===== config.mk =====
export PLATFORM = sky130hd
export DESIGN_NAME = hazard_unit
export DESIGN_NICKNAME = d
export VERILOG_FILES = /design/src/rtl/hazard_unit.sv
export SDC_FILE = /design/constraint.sdc
export NUM_CORES = 1
export LEC_CHECK = 0
export ABC_AREA = 1
export CAP_MARGIN = 5
export CORE_MARGIN = 5
export CORE_UTILIZATION = 24
export CTS_CLUSTER_SIZE = 28
export DETAILED_ROUTE_END_ITERATION = 8
export HOLD_SLACK_MARGIN = 0.12
export SLEW_MARGIN = 20
export SYNTH_ARGS = -nofsm -noshare
export SYNTH_HDL_FRONTEND = slang
export SYNTH_SLANG_ARGS = --single-unit

===== constraint.sdc =====
create_clock -name clk -period 2.89 [get_ports clk]
set_input_delay 0.7225 -clock clk [delete_from_list [all_inputs] [get_ports clk]]
set_output_delay 0.7225 -clock clk [all_outputs]
set_load 0.02 [all_outputs]

===== src/rtl/hazard_unit.sv =====
// ID-stage hazard detection: a two-slot destination scoreboard (EX, MEM) drives the
// forwarding codes, load-use / dual-operand stalls, PC hold, flush and a stall counter.
module hazard_unit #(
   parameter int CNT_W = 16
) (
   input  logic             clk,
   input  logic             reset,
   input  logic             id_valid,
   input  logic [4:0]       id_rs1,
   input  logic [4:0]       id_rs2,
   input  logic             id_use_rs1,
   input  logic             id_use_rs2,
   input  logic [4:0]       id_rd,
   input  logic             id_reg_write,
   input  logic             id_mem_read,
   input  logic             branch,
   input  logic             cnt_clr,
   output logic             stall1,
   output logic             stall2,
   output logic             is_hazard1,
   output logic [2:0]       hazard_reg1,
   output logic             is_hazard2,
   output logic [2:0]       hazard_reg2,
   output logic             pc_write,
   output logic             flush,
   output logic [CNT_W-1:0] stall_cnt
);

   logic             ex_v_q, ex_v_d, ex_ld_q, ex_ld_d;
   logic [4:0]       ex_rd_q, ex_rd_d;
   logic             mem_v_q, mem_ld_q;
   logic [4:0]       mem_rd_q;
   logic [CNT_W-1:0] cnt_q, cnt_d;

   logic ex_prod, mem_prod, rs1_ok, rs2_ok;
   logic m1_ex, m2_ex, m1_mem, m2_mem;
   logic ld_use, dual_ex, dual_mem, stall_any;
   logic [2:0] code1, code2;

   always_comb begin
      ex_prod  = ex_v_q && (ex_rd_q != 5'd0);
      mem_prod = mem_v_q && (mem_rd_q != 5'd0);
      rs1_ok   = id_valid && id_use_rs1 && (id_rs1 != 5'd0);
      rs2_ok   = id_valid && id_use_rs2 && (id_rs2 != 5'd0);

      m1_ex  = rs1_ok && ex_prod && (ex_rd_q == id_rs1);
      m2_ex  = rs2_ok && ex_prod && (ex_rd_q == id_rs2);
      // The newest producer wins, so an EX match masks the MEM channel for that operand.
      m1_mem = rs1_ok && mem_prod && (mem_rd_q == id_rs1) && !m1_ex;
      m2_mem = rs2_ok && mem_prod && (mem_rd_q == id_rs2) && !m2_ex;

      ld_use   = ex_ld_q && (m1_ex || m2_ex);
      dual_ex  = m1_ex && m2_ex && !ex_ld_q;
      dual_mem = m1_mem && m2_mem;

      code1 = 3'd0;
      if (!ld_use && !dual_ex) begin
         if (m1_ex)      code1 = 3'd1;
         else if (m2_ex) code1 = 3'd2;
      end
      code2 = 3'd0;
      if (!dual_mem) begin
         if (m1_mem)      code2 = 3'd3;
         else if (m2_mem) code2 = 3'd4;
      end

      stall1      = ld_use && !branch;
      stall2      = (dual_ex || dual_mem) && !branch;
      hazard_reg1 = branch ? 3'd0 : code1;
      hazard_reg2 = branch ? 3'd0 : code2;
      is_hazard1  = (hazard_reg1 != 3'd0);
      is_hazard2  = (hazard_reg2 != 3'd0);
      stall_any   = stall1 || stall2;
      pc_write    = !stall_any;
      flush       = branch;
      stall_cnt   = cnt_q;
   end

   always_comb begin
      ex_v_d  = id_valid && !id_reg_write && !stall_any && !branch;
      ex_rd_d = id_rd;
      ex_ld_d = id_mem_read;
      cnt_d   = cnt_q;
      if (cnt_clr)
         cnt_d = '0;
      else if (stall_any && (cnt_q != {CNT_W{1'b1}}))
         cnt_d = cnt_q + CNT_W'(1);
   end

   always_ff @(posedge clk or negedge reset) begin
      if (!reset) begin
         ex_v_q   <= 1'b0;
         ex_rd_q  <= 5'd0;
         ex_ld_q  <= 1'b0;
         mem_v_q  <= 1'b0;
         mem_rd_q <= 5'd0;
         mem_ld_q <= 1'b0;
         cnt_q    <= '0;
      end else begin
         mem_v_q  <= ex_v_q;
         mem_rd_q <= ex_rd_q;
         mem_ld_q <= ex_ld_q;
         ex_v_q   <= ex_v_d;
         ex_rd_q  <= ex_rd_d;
         ex_ld_q  <= ex_ld_d;
         cnt_q    <= cnt_d;
      end
   end

   // The MEM load flag is kept for symmetry with the EX slot; loads already in MEM forward normally.
   logic unused_mem_ld;
   assign unused_mem_ld = mem_ld_q;

endmodule


==> run_results.csv, run 1 <==
group,metric,value,unit
layout,num_antenna_cells,0,
clock_network,clock-sinks,29,
logic_synthesis,synthCells,278,
global_route,grt_pass1_wl,8780,microns
global_route,grt_max_degree,30,
setup_path,cp_slowest_cell,"clkdlybuf4s50_1",
sta,fmax,353,MHz
sta,clock_skew,11.9,ps
setup_path,endpoint_kind,"output pin",
sta,setup_viol_count_final,0,
floorplanning,rows,32,
clock_network,htreeDepth,2,
floorplanning,core_area,7810,sq um
logic_synthesis,syn_area,1940,sq um
hold_path,worstHoldPathType,"reg2reg",
logic_synthesis,synthDistinctLibCells,31,
clock_network,cts_tree,"done",
pwr,powerDensity,353,nW/um^2
sta,hold_viol,0,
setup_path,cp-start-kind,"input pin",
setup_path,critical_path_class,"in2out",
setup_path,path_delay_family,"buffers and inverters",
logic_synthesis,ys_ff_latch,29,
layout,layout-drive-gt1-share,19.6,%
routing,post-route-drc-count,0,
setup_path,worstPathMaxFanout,4,
placed_design,port_buffers,50,
setup_path,crit_buf_inv,4,
placed_design,gp_congestion,0.909,
routing,ant_nets,0,
floorplanning,chipWidth,99.9,microns
clock_network,numCtsBuffers,5,
routing,dr_total_vias,1943,
sta,tns,0,ps
floorplanning,initial_core_util,24.9,%
global_route,grt_pass1_vias,1946,
layout,area_growth,43.0,%
pwr,leakage,1.47,nW
routing,wl_per_cell,11.8,microns
logic_synthesis,syn_avg_cell_area,6.98,sq um
sta,fin_crit,2830,ps
clock_network,clk_latency,290,ps
routing,routed_wl,5170,microns
global_route,overflow,0,
layout,n_fill_cell,835,
placed_design,place_ws,-707,ps
setup_path,cpPeakStageDelay,450,ps
clock_network,clkTransAtPathRegs,60,ps
global_route,antenna_found_initial,0,
setup_path,worstPathCellList,"clkdlybuf4s50_1 > nand2_1 > inv_2 > nand2_1 > nor2_1 > nand2_2 > inv_2 > nor4_4 > or2_4 > buf_6",
flow_run,drv_cap,0,
routing,via_per_inst,4.43,
setup_path,critPathArrivalTime,2110,ps
sta,rsz0062_at_grt,"yes",
clock_network,clockBufferDepth,2,
clock_network,cts_root_buf,"clkbuf_8",
placed_design,dp_hpwl,3810,microns
routing,drt_iter0_drc,78,
setup_path,worst_ep_required_time,2170,ps
logic_synthesis,ys_seq_area_share,37.4,%
floorplanning,chipHeight,99.9,microns
global_route,grt_use_total,10.8,%
layout,nets,361,
clock_network,cts_hold_buf,0,
routing,firstDrtPassIters,4,
sta,period_share,98.0,%
floorplanning,num_io_pins,52,
sta,maxSlewViolCount,0,
logic_synthesis,yosys_warnings,0,
floorplanning,dieArea,9980,sq um
logic_synthesis,synth_fp_nets,303,
outcome,outcome,"complete, no violations",
pwr,peakVddDrop,207,uV
sta,setup_slack,57.8,ps
-- synth_stat cells, drive strengths merged --
| cell type | number | area (sq um) |
|---|---|---|
| inv | 44 | 165 |
| xnor2 | 7 | 61.3 |
| nor2 | 31 | 121 |
| xor2 | 7 | 61.3 |
| ha | 1 | 12.5 |
| nand3 | 28 | 170 |
| buf | 9 | 56.3 |
| nor3 | 4 | 36.3 |
| nand2 | 83 | 319 |
| or2 | 1 | 6.26 |
| o22ai | 1 | 6.26 |
| o21ai | 2 | 10.0 |
| nand4 | 22 | 138 |
| a31oi | 1 | 6.26 |
| a21o | 1 | 7.51 |
| a21oi | 2 | 10.0 |
| nor4 | 2 | 12.5 |
| conb | 1 | 3.75 |
| clkinv | 1 | 3.75 |
| dfrtp | 29 | 726 |
| nand3b | 1 | 7.51 |
-- kinds of logic (layout without fill, tap and decap cells) --
logic type | Yosys count | count (layout) | share of synthesized area [%]
adders and majority gates | 1 | 1 | 0.645
xor gates and xnor gates | 14 | 14 | 6.32
buffers and inverters | 54 | 113 | 11.6
DFF | 29 | 29 | 37.4
and+or+nand+nor | 172 | 172 | 41.8
AOI/OAI and AO/OA | 7 | 7 | 2.06
other | 1 | 1 | 0.193
-- power breakdown --
group / leakage, nW / internal [mW] / switching (mW) / total [mW]
clock network: 0.0574 / 0.280 / 0.163 / 0.444
logic: 1.03 / 0.0503 / 0.0597 / 0.110
registers: 0.379 / 0.415 / 0.0110 / 0.426
total: 1.47 / 0.745 / 0.234 / 0.979
-- layout by cell type (no fill, tap or decap), drive strengths merged, types with 3 or more instances in the layout --
cell	synthesis	final
xor2	7	7
nor2	31	31
nor3	4	4
xnor2	7	7
dlygate4sd2	0	6
nand2	83	83
buf	9	19
nand4	22	22
clkdlybuf4s15	0	3
nand3	28	28
clkdlybuf4s50	0	27
dfrtp	29	29
inv	44	45
clkbuf	0	9
-- sequential cells by signal, indices dropped and copies added, names as in the netlist --
signal / count
ex_v_q: 1
ex_rd_q: 5
stall_cnt: 16
mem_v_q: 1
mem_rd_q: 5
ex_ld_q: 1
-- cell type report --
cell class / count / area (sq um) / area share [%]
clock inverters: 2 / 37.5 / 1.35
repair buffers: 60 / 556 / 20.0
multi-input cells: 195 / 1080 / 38.8
clock buffers: 6 / 82.6 / 2.98
flip-flops and latches: 29 / 726 / 26.1
well taps: 102 / 128 / 4.60
inverters: 45 / 169 / 6.09
-- worst register-to-register path, cell delays in order, from the launching register on --
cell and delay (ps):
dfrtp_1 400, ha_1 190, nand2_1 70, inv_2 70
nand4_1 140, nor2_2 220, nand3_2 150, nor3_4 190
nand3_4 230, nand2_4 260, nand3_1 100, nand2_1 70
-- final timing paths --
kind                                      end  slack [ps]         start  cells after the start
worst max-delay path               is_hazard1          60    id_use_rs2                     10
worst min-delay path                  mem_v_q         410        ex_v_q                      0
worst max register to register   stall_cnt[9]         730  stall_cnt[1]                     11
worst min register to register        mem_v_q         410        ex_v_q                      0
max in group asynchronous         mem_rd_q[0]        1780         reset                      2
min in group asynchronous       stall_cnt[15]         820         reset                      2
-- metrics by stage --
step | std cells | cell area (sq um) | total power, mW | hold slack [ps] | utilization (%)
after floorplan | 278 | 1950 | 0.482 | 374 | -
after global placement | 430 | 2590 | 0.543 | 398 | 33.2
after detailed placement | 430 | 2590 | 0.545 | 397 | 33.2
after CTS | 439 | 2700 | 0.991 | 412 | 34.6
after global routing | 439 | 2780 | 1.03 | 436 | 35.5
final | 439 | 2780 | 0.979 | 406 | 35.5
-- what timing repair did --
action,in CTS,in global routing
hold endpoints to repair,0,0
resized for setup,61,41
pin swaps,8,12
gates cloned,0,0
buffers inserted,1,0
endpoints found under the setup margin,10,10
-- routing by layer --
metal | vias up | track usage (%) | part of all wire, %
met5 | - | 0 | 0
met4 | 0 | 2.94 | 1.5
met3 | 9 | 3.82 | 7.4
met2 | 56 | 17.4 | 46
met1 | 888 | 13.8 | 45
li1 | 990 | - | -
No activity file was read; power rests on OpenSTA's default activity.
==> run 2, diff against run 1 <==
CORE_UTILIZATION = 40   (was 24)
PLACE_DENSITY = 0.68   (was unset)
==> run_results.csv, run 2 (synthesis gave the netlist of run 1 again) <==
group,metric,value,unit
sta,clock_skew,4.68,ps
clock_network,clock-sinks,29,
setup_path,rr_worst_depth,11,
sta,setup_viol_count_final,0,
clock_network,clockBufferDepth,2,
floorplanning,core_area,4720,sq um
clock_network,clkTransAtPathRegs,60,ps
sta,hold_viol,0,
hold_path,worstHoldPathType,"reg2reg",
global_route,grt_use_total,15.8,%
global_route,antenna_found_initial,0,
routing,wl_per_cell,11.7,microns
floorplanning,chipWidth,79.7,microns
setup_path,crit_start,"id_rs1[4]",
setup_path,worstPathMaxFanout,3,
sta,maxSlewViolCount,0,
global_route,grt_max_degree,30,
layout,largest_reg_flops,16,
floorplanning,initial_core_util,41.1,%
setup_path,endpoint_kind,"output pin",
routing,ant_nets,0,
sta,period_share,96.1,%
setup_path,worstPathCellList,"dlygate4sd2_1 > nor2_1 > nand4_1 > nand4_1 > inv_1 > nand2_2 > nor4_4 > or2_4 > buf_6",
layout,layout-drive-gt1-share,19.9,%
setup_path,crit_end,"is_hazard1",
pwr,peakVddDrop,248,uV
setup_path,cpPeakStageDelay,280,ps
clock_network,htreeDepth,2,
routing,drt_iter0_drc,54,
placed_design,port_buffers,50,
routing,via_per_inst,4.76,
clock_network,cts_tree,"done",
floorplanning,dieArea,6340,sq um
layout,num_antenna_cells,0,
pwr,leakage,1.45,nW
setup_path,crit_buf_inv,3,
layout,regArea,726,sq um
layout,final_common_cell,"nand2_1",
floorplanning,num_io_pins,52,
layout,nets,361,
clock_network,numCtsBuffers,5,
layout,n_fill_cell,460,
layout,multi_input_area,1070,sq um
clock_network,cts_root_buf,"clkbuf_8",
setup_path,r2r_end,"stall_cnt[13]",
layout,area_growth,37.8,%
routing,dr_total_vias,1923,
layout,final_util,56.6,%
placed_design,placed_cell_area,2550,sq um
placed_design,dp_hpwl,3520,microns
clock_network,clk_latency,280,ps
placed_design,gp_congestion,0.876,
setup_path,cp_num_cells,9,
setup_path,critPathArrivalTime,2050,ps
routing,post-route-drc-count,0,
global_route,overflow,0,
layout,final_cell_area,2670,sq um
flow_run,drv_cap,0,
routing,routed_wl,4720,microns
floorplanning,chipHeight,79.7,microns
sta,fin_crit,2780,ps
layout,most-common-layout-cells,"nand2_1 (76), inv_1 (34), dfrtp_1 (29)",
sta,fmax,360,MHz
setup_path,critical_path_class,"in2out",
setup_path,worst_ep_required_time,2170,ps
setup_path,r2r_slack,800,ps
global_route,grt_pass1_wl,8030,microns
setup_path,path_delay_family,"simple AND/OR/NAND/NOR gates",
routing,firstDrtPassIters,4,
global_route,grt_pass1_vias,1787,
setup_path,cp_slowest_cell,"dlygate4sd2_1",
outcome,outcome,"complete, no violations",
floorplanning,rows,25,
setup_path,r2r-start,"stall_cnt[0]",
setup_path,cp_common_cell,"nand4_1",
pwr,powerDensity,321,nW/um^2
setup_path,cp-start-kind,"input pin",
run 2: cell types whose count changed in the layout (fill, tap and decap cells not counted), sizes merged:
cell	previous run	this run
clkinv	0	2
dlymetal6s2s	2	3
dlygate4sd2	6	3
clkdlybuf4s50	27	26
clkdlybuf4s15	3	5
clkbuf	9	10
bufinv	1	0
clkinvlp	1	0
run 2: cell type report:
class / instances / area share [%]
inverter: 45 / 6.32
multi-input combinational: 195 / 40.1
sequential: 29 / 27.1
timing repair buffer: 60 / 20.2
clock buffer: 6 / 2.71
tap: 67 / 3.14
clock inverter: 2 / 0.374
run 2: where the power goes:
group,internal (mW),switching [mW],leakage [nW],total (mW)
clock,0.166,0.152,0.0450,0.319
sequential,0.415,0.0112,0.379,0.426
combinational,0.0513,0.0615,1.02,0.113
run 2: worst register-to-register path, stage by stage (launching register included):
cell and delay, ps:
dfrtp_1 400, ha_1 190, nand2_1 70, inv_2 60
nand4_1 130, nor2_2 210, nand3_2 140, nor3_4 190
nand3_4 230, nand2_4 250, nand3_1 100, nand2_1 70
run 2: per-stage QoR:
step	instances	setup WS, ps	hold slack [ps]	TNS, ps	total power [mW]
global route	404	-9.34	456	-15.8	0.902
finish	404	113	437	0	0.858
global placement	395	-674	409	-6030	0.545
floorplan	278	239	374	0	0.482
detailed placement	395	-700	418	-6660	0.546
CTS	403	20.3	431	0	0.864
run 2: timing repair:
item | CTS | global route
buffers inserted | 0 | 1
hold buffers | 0 | 0
gates cloned | 0 | 0
gates resized for setup | 55 | 48
endpoints found under the setup margin | 10 | 10
pin swaps | 6 | 14
run 2: how the worst min path moves through the flow:
stage / from / end / slack [ps] / depth (start not counted)
2_1_floorplan: ex_v_q / mem_v_q / 370 / 0
3_3_place_gp: ex_v_q / mem_v_q / 410 / 0
3_5_place_dp: ex_v_q / mem_v_q / 420 / 0
4_1_cts: ex_v_q / mem_v_q / 430 / 0
5_1_grt: ex_v_q / mem_v_q / 460 / 0
6_report: ex_rd_q[1] / mem_rd_q[1] / 440 / 0
run 2: layer usage:
metal,vias to the layer above,wire [microns],track usage [%]
li1,994,-,-
met1,866,2100,19.6
met2,55,2260,26.5
met3,8,292,3.95
met4,0,63,5.50
met5,-,0,0
